===== src/rtl/mtimer_irq_gen_pkg.sv =====
// Shared definitions for the machine-timer interrupt source: register offsets,
// control/status bit positions, FSM encoding and reset constants.
package mtimer_pkg;

    localparam logic [2:0] OFF_MTIME_LO    = 3'd0;
    localparam logic [2:0] OFF_MTIME_HI    = 3'd1;
    localparam logic [2:0] OFF_MTIMECMP_LO = 3'd2;
    localparam logic [2:0] OFF_MTIMECMP_HI = 3'd3;
    localparam logic [2:0] OFF_CTRL        = 3'd4;
    localparam logic [2:0] OFF_STATUS      = 3'd5;

    localparam int CTRL_EN_BIT     = 0;
    localparam int CTRL_PRESC_LSB  = 8;
    localparam int STATUS_PEND_BIT = 0;
    localparam int STATUS_WRAP_BIT = 1;

    localparam logic [63:0] MTIMECMP_RST = 64'hFFFF_FFFF_FFFF_FFFF;

    typedef enum logic [1:0] {
        IDLE = 2'd0,
        PEND = 2'd1,
        DONE = 2'd2
    } mt_state_t;

endpackage


===== src/rtl/mtimer_irq_gen_tick_prescaler.sv =====
// Divides the system clock into mtime ticks: one tick every PRESC+1 enabled cycles.
module tick_prescaler #(
    parameter int PRESC_W = 8
) (
    input  logic               clock,
    input  logic               reset,
    input  logic               en,
    input  logic               clr,
    input  logic [PRESC_W-1:0] presc,
    output logic               tick
);

    logic [PRESC_W-1:0] count_q;
    logic [PRESC_W-1:0] count_d;

    // A control write restarts the period, so it also suppresses a tick that cycle.
    always_comb begin
        tick    = en && !clr && (count_q == presc);
        count_d = count_q;
        if (clr) begin
            count_d = '0;
        end else if (en) begin
            count_d = tick ? '0 : count_q + 1'b1;
        end
    end

    always_ff @(posedge clock or negedge reset) begin
        if (!reset) begin
            count_q <= '0;
        end else begin
            count_q <= count_d;
        end
    end

endmodule


===== src/rtl/mtimer_irq_gen.sv =====
// Memory-mapped 64-bit machine timer with compare match interrupt, held until
// the processor acknowledges trap entry or software rewrites the compare value.
//
//   state | meaning
//   IDLE  | armed, waiting for mtime >= mtimecmp while enabled
//   PEND  | interrupt asserted, waiting for trap-entry acknowledge
//   DONE  | acknowledged; disarmed until a compare register write
module mtimer_irq_gen
    import mtimer_pkg::*;
#(
    parameter logic [31:0] BASE_ADDR = 32'h0000_0400,
    parameter int          PRESC_W   = 8
) (
    input  logic        clock,
    input  logic        reset,
    input  logic        bus_sel,
    input  logic        bus_we,
    input  logic [31:0] bus_addr,
    input  logic [31:0] bus_wdata,
    output logic [31:0] bus_rdata,
    output logic        interupt,
    input  logic        interupt_ack
);

    logic [63:0]        mtime_q, mtime_d, mtime_inc;
    logic [63:0]        cmp_q, cmp_d;
    logic               en_q, en_d;
    logic [PRESC_W-1:0] presc_q, presc_d;
    logic [31:0]        shadow_q, shadow_d;
    logic               wrap_q, wrap_d, wrap_set;
    mt_state_t          state_q, state_d;
    logic               irq_q, irq_d;

    logic       hit, wr, rd, tick, match, cmp_wr;
    logic [2:0] off;
    logic       wr_mtime_lo, wr_mtime_hi, wr_cmp_lo, wr_cmp_hi, wr_ctrl, wr_status;
    logic       unused_addr_bits;

    assign unused_addr_bits = ^bus_addr[1:0];

    assign hit = bus_sel && (bus_addr[31:5] == BASE_ADDR[31:5]);
    assign wr  = hit && bus_we;
    assign rd  = hit && !bus_we;
    assign off = bus_addr[4:2];

    assign wr_mtime_lo = wr && (off == OFF_MTIME_LO);
    assign wr_mtime_hi = wr && (off == OFF_MTIME_HI);
    assign wr_cmp_lo   = wr && (off == OFF_MTIMECMP_LO);
    assign wr_cmp_hi   = wr && (off == OFF_MTIMECMP_HI);
    assign wr_ctrl     = wr && (off == OFF_CTRL);
    assign wr_status   = wr && (off == OFF_STATUS);
    assign cmp_wr      = wr_cmp_lo || wr_cmp_hi;

    tick_prescaler #(.PRESC_W(PRESC_W)) u_presc (
        .clock (clock),
        .reset (reset),
        .en    (en_q),
        .clr   (wr_ctrl),
        .presc (presc_q),
        .tick  (tick)
    );

    assign mtime_inc = mtime_q + {63'd0, tick};
    assign match     = en_q && (mtime_q >= cmp_q);

    // A write to one half of mtime replaces that half only; the other half
    // keeps its own increment path with no carry across the split.
    always_comb begin
        mtime_d  = mtime_inc;
        cmp_d    = cmp_q;
        en_d     = en_q;
        presc_d  = presc_q;
        shadow_d = shadow_q;
        if (wr_mtime_lo) mtime_d = {mtime_q[63:32], bus_wdata};
        if (wr_mtime_hi) mtime_d = {bus_wdata, mtime_inc[31:0]};
        if (wr_cmp_lo)   cmp_d[31:0]  = bus_wdata;
        if (wr_cmp_hi)   cmp_d[63:32] = bus_wdata;
        if (wr_ctrl) begin
            en_d    = bus_wdata[CTRL_EN_BIT];
            presc_d = bus_wdata[CTRL_PRESC_LSB +: PRESC_W];
        end
        if (rd && (off == OFF_MTIME_LO)) shadow_d = mtime_q[63:32];
    end

    assign wrap_set = tick && !wr_mtime_lo && !wr_mtime_hi && (&mtime_q);
    assign wrap_d   = (wrap_q && !(wr_status && bus_wdata[STATUS_WRAP_BIT])) || wrap_set;

    always_ff @(posedge clock or negedge reset) begin
        if (!reset) begin
            mtime_q  <= '0;
            cmp_q    <= MTIMECMP_RST;
            en_q     <= 1'b0;
            presc_q  <= '0;
            shadow_q <= '0;
            wrap_q   <= 1'b0;
        end else begin
            mtime_q  <= mtime_d;
            cmp_q    <= cmp_d;
            en_q     <= en_d;
            presc_q  <= presc_d;
            shadow_q <= shadow_d;
            wrap_q   <= wrap_d;
        end
    end

    always_ff @(posedge clock or negedge reset) begin
        if (!reset) begin
            state_q <= IDLE;
            irq_q   <= 1'b0;
        end else begin
            state_q <= state_d;
            irq_q   <= irq_d;
        end
    end

    // Compare writes are the software clear/re-arm path and beat everything else.
    always_comb begin
        state_d = state_q;
        case (state_q)
            IDLE:    if (match) state_d = PEND;
            PEND:    if (interupt_ack) state_d = DONE;
            DONE:    state_d = DONE;
            default: state_d = IDLE;
        endcase
        if (cmp_wr) state_d = IDLE;
    end

    always_comb begin
        irq_d = (state_d == PEND);
    end

    assign interupt = irq_q;

    always_comb begin
        bus_rdata = '0;
        if (hit) begin
            case (off)
                OFF_MTIME_LO:    bus_rdata = mtime_q[31:0];
                OFF_MTIME_HI:    bus_rdata = shadow_q;
                OFF_MTIMECMP_LO: bus_rdata = cmp_q[31:0];
                OFF_MTIMECMP_HI: bus_rdata = cmp_q[63:32];
                OFF_CTRL: begin
                    bus_rdata[CTRL_EN_BIT] = en_q;
                    bus_rdata[CTRL_PRESC_LSB +: PRESC_W] = presc_q;
                end
                OFF_STATUS: begin
                    bus_rdata[STATUS_PEND_BIT] = (state_q == PEND);
                    bus_rdata[STATUS_WRAP_BIT] = wrap_q;
                end
                default:         bus_rdata = '0;
            endcase
        end
    end

endmodule


===== config.mk =====
export PLATFORM = sky130hd
export DESIGN_NAME = mtimer_irq_gen
export DESIGN_NICKNAME = d
export VERILOG_FILES = /design/src/rtl/mtimer_irq_gen_pkg.sv /design/src/rtl/mtimer_irq_gen_tick_prescaler.sv /design/src/rtl/mtimer_irq_gen.sv
export SDC_FILE = /design/constraint.sdc
export NUM_CORES = 1
export LEC_CHECK = 0
export CAP_MARGIN = 15
export CORE_MARGIN = 1.5
export CORE_UTILIZATION = 65
export CTS_BUF_LIST = sky130_fd_sc_hd__clkbuf_4
export DETAILED_ROUTE_END_ITERATION = 12
export GPL_ROUTABILITY_DRIVEN = 0
export PLACE_DENSITY = 0.95
export SLEW_MARGIN = 20
export SYNTH_ARGS = -nofsm -noshare
export SYNTH_HDL_FRONTEND = slang
export SYNTH_HIERARCHICAL = 1
export SYNTH_SLANG_ARGS = --single-unit

===== constraint.sdc =====
create_clock -name clock -period 8.2 [get_ports clock]
set_input_delay 1.64 -clock clock [delete_from_list [all_inputs] [get_ports clock]]
set_output_delay 1.64 -clock clock [all_outputs]
set_load 0.02 [all_outputs]

==> results.cfg <==
[die]
core.rowCount = 47
die_area_um2 = 17600
fp.dieH_um = 132.7
coreArea_um2 = 16520
num_io_pins = 102
floorplan.initialDensity = 0.6613
die_x_um = 132.7

[logic_synthesis]
post-synth-top-area-fraction = 0.2679
synth_compound_area_frac = 0.1795
avgSynthCellArea_um2 = 9.129
post_synth_and_or_nand_nor_area_fraction = 0.1897
net_count_after_synthesis = 1333
synth_top_family_by_area = simple AND/OR/NAND/NOR gates
count_of_flip_flops_with_a_built_in_enable_after_synthesis = 0
synth.lib_cells_used.distinct = 70
async_flop_share = 1.000
sequential_area_share_after_synthesis = 0.4218
synth-adder-area-share = 0.07671
ys.warnings.count = 6
post-synth-top-area-cell = sky130_fd_sc_hd__dfrtp_1
synthesis.area_um2 = 10930
post_synth_inst_count = 1197
synth_xor_area_frac = 0.03366
dominantRegCellSynth = sky130_fd_sc_hd__dfrtp_1
synth.area.mux_share = 0.05404
ys_ff_latch = 181
synth.area.top_cells = sky130_fd_sc_hd__dfrtp_1 (27%), sky130_fd_sc_hd__dfstp_2 (15%), sky130_fd_sc_hd__ha_1 (7.7%), sky130_fd_sc_hd__nand2_1 (5.7%), sky130_fd_sc_hd__o21ai_0 (5.2%)

[cts]
cts.clk_slew.worst_paths_ns = 0.14
clock_tree.htree_level_count = 4
postCtsSetupRepairBufs = 0
cts_tree = built
tritoncts.num_buffers = 17
worstSkewPairLatency_ns = 0.64
numClockSinks = 181
post_cts.resized_instances = 0
number_of_buffers_on_the_longest_clock_path = 2
clock_root_buffer = sky130_fd_sc_hd__clkbuf_4
cts_hold_buffers = 0

[grt]
grt_antenna_before_repair = 1
maximum_number_of_pins_on_one_net_before_global_route_repair = 118
gr-total-overflow = 0
grt_pass1_vias = 10030
grt_first_pass_wirelength_um = 50970
global_router_s_overall_resource_usage = 0.3699

[finish]
nNetsFinal = 1411
area.growth.synth_to_final_pct = 13.52
drive_gt1_frac = 0.1506

[outcome]
run_status = finished, final reports clean

[worst_setup_path]
timing.rr.end = mtime_q[48]
endpoint = bus_rdata[10]
setup.worst_path.end_class = primary output
crit_path_cell_trace = clkdlybuf4s50_1 -> buf_4 -> nor2b_1 -> nor2b_2 -> buf_4 -> a22oi_1 -> a21oi_1 -> clkdlybuf4s50_1
setup_crit_start = bus_addr[3]
timing.reg2reg.worst_path_depth = 13
worst-path-stages = 8
cp_slowest_stage_delay_ns = 0.80
critPathRequiredTime_ns = 6.56
crit-reg2reg-launch = u_presc/count_q[2]
crit_buf_inv = 4
timing.critical_path.slowest_stage_cell = sky130_fd_sc_hd__nor2b_2
r2r_setup_slack_ns = 3.49
setup.worst_path.class = input port to primary output
critPathLaunchType = input port
cp_top_family = buffers and inverters
critical_path.max_fanout = 17
worst_ep_arrival_time_ns = 5.19

[drt]
antenna_left = 0
drt-total-wl_um = 32240
dr.pass1.iters = 9
vias_per_cell = 6.771
drcViolationCount = 0
routed-via-count = 10220
drt_iter0_drc = 1512
wl_per_cell_um = 21.37

[timing]
fin_tns_setup_ns = 0
timing.final.hold_violations = 0
tightestPinTransition_ns = 1.094
rsz0062_at_grt = no
slew-limit-headroom = 0.2706
timing.final.crit_share = 0.8327
setup_ws_ns = 1.372
fin_skew_ns = 0.02002
slew_violations = 0
finalSetupViolCount = 0
clock.fmax_mhz = 146.5
min_period_ns = 6.828

[pwr]
ir_drop_v = 0.00008899
static_power_due_to_leakage_nw = 5.695
power_per_cell_area_nw_per_um2 = 123.7
post_layout_power_mw = 1.535

[placed_design]
io_buffers = 99
dpl_worst_slack_ns = 1.420
dp.final_hpwl_um = 22260

[min_path]
worst_hold_path_type = register to register

[flow_run]
cap_violations = 0
-- logic make-up (layout without fill, tap and decap cells) --
logic type	count (synthesis)	after routing
XOR/XNOR	42	42
flip-flops	181	181
AND/OR/NAND/NOR	412	412
AO/OA/AOI/OAI	320	320
multiplexers	52	52
adder cells (fa/ha/maj)	67	67
buffers and inverters	123	214
other	0	1
-- power breakdown --
| group | switching (mW) | internal [mW] | total, mW |
|---|---|---|---|
| clock | 0.354 | 0.188 | 0.542 |
| combinational | 0.0569 | 0.0402 | 0.0971 |
| sequential | 0.000551 | 0.895 | 0.896 |
| total | 0.411 | 1.12 | 1.54 |
-- placed cells by master (no fill, tap or decap), drive strengths merged, types with 4 or more instances in the layout --
master	netlist	routed
clkinvlp	0	5
a21oi	75	75
nand4	22	22
ha	67	67
nor3	30	30
xnor2	13	13
a22oi	53	53
clkbuf	44	18
o22ai	5	5
mux2	46	46
nand3	44	44
dfstp	64	64
nand2	169	169
nand2b	4	4
xor2	29	29
a211oi	26	26
a221o	4	4
inv	70	76
nor4	12	12
or4	4	4
and4	7	7
dfrtp	117	117
a311oi	4	4
a221oi	6	6
a21o	4	4
a31oi	4	4
clkdlybuf4s50	0	98
nor2b	9	9
nor2	74	74
and2	8	8
buf	9	13
o21ai	120	120
or3	4	4
mux2i	5	5
and3	21	21
-- how the worst min path moves through the flow --
| stage | from | end | slack, ns | cells past startpoint |
|---|---|---|---|---|
| floorplan | state_q[1] | interupt | 0.45 | 1 |
| global placement | state_q[1] | state_q[0] | 0.46 | 1 |
| detailed placement | wrap_q | wrap_q | 0.48 | 1 |
| CTS | state_q[1] | interupt | 0.51 | 1 |
| global route | wrap_q | wrap_q | 0.53 | 1 |
| finish | state_q[1] | state_q[0] | 0.52 | 1 |
-- layer usage --
layer / part of all wire / GRT usage / wire length, µm
met5: 0 / 0 / 0
met4: 0.053 / 0.2057 / 1697
met3: 0.11 / 0.08429 / 3548
met2: 0.47 / 0.5876 / 15210
met1: 0.37 / 0.4713 / 11780
-- state kept, by name, indices dropped and copies added, names as in the netlist --
name	cells
shadow_q	32
u_presc/count_q	8
cmp_q	64
wrap_q	1
presc_q	8
mtime_q	64
interupt	1
en_q	1
state_q	2
-- through the flow --
| stage | instance area (µm²) | utilization | instances | hold slack, ns |
|---|---|---|---|---|
| floorplan | 10930 | - | 1197 | 0.4478 |
| finish | 12410 | 0.7507 | 1509 | 0.5170 |
| CTS | 12370 | 0.7488 | 1507 | 0.5138 |
| global placement | 12080 | 0.7308 | 1475 | 0.4582 |
| global route | 12410 | 0.7507 | 1509 | 0.5252 |
| detailed placement | 12080 | 0.7308 | 1475 | 0.4791 |
-- Yosys cell counts, types with 5 or more instances --
cell type / n
sky130_fd_sc_hd__nand2_1: 167
sky130_fd_sc_hd__dfrtp_1: 117
sky130_fd_sc_hd__o21ai_0: 113
sky130_fd_sc_hd__a21oi_1: 74
sky130_fd_sc_hd__nor2_1: 73
sky130_fd_sc_hd__inv_1: 70
sky130_fd_sc_hd__ha_1: 67
sky130_fd_sc_hd__dfstp_2: 64
sky130_fd_sc_hd__a22oi_1: 53
sky130_fd_sc_hd__mux2_2: 46
sky130_fd_sc_hd__clkbuf_1: 43
sky130_fd_sc_hd__nand3_1: 42
sky130_fd_sc_hd__xor2_1: 29
sky130_fd_sc_hd__a211oi_1: 26
sky130_fd_sc_hd__nor3_1: 24
sky130_fd_sc_hd__nand4_1: 20
sky130_fd_sc_hd__and3_1: 16
sky130_fd_sc_hd__xnor2_1: 13
sky130_fd_sc_hd__nor2b_1: 9
sky130_fd_sc_hd__and2_1: 7
sky130_fd_sc_hd__and4_1: 7
sky130_fd_sc_hd__nor4_1: 7
sky130_fd_sc_hd__o21ai_1: 7
sky130_fd_sc_hd__a221oi_1: 6
sky130_fd_sc_hd__and3_2: 5
sky130_fd_sc_hd__mux2i_1: 5
sky130_fd_sc_hd__o22ai_1: 5
-- worst reg2reg max path: cells and delay by family, from the launching register on --
| kind | cells | cell delay [ns] |
|---|---|---|
| compound gates | 1 | 0.13 |
| flops | 1 | 0.49 |
| xor+xnor | 1 | 0.22 |
| simple gates | 9 | 3.31 |
| fa+ha+maj | 2 | 0.48 |
-- layout make-up --
| type | count | area (µm²) |
|---|---|---|
| antenna | 1 | 2.502 |
| clock buffer | 17 | 127.6 |
| clock inverter | 15 | 168.9 |
| fill | 1083 | 4119 |
| inverter | 70 | 262.8 |
| multi-input combinational | 893 | 5847 |
| sequential | 181 | 4609 |
| tap | 220 | 275.3 |
| timing repair buffer | 112 | 1112 |
Power figures use the tool's default switching activity.
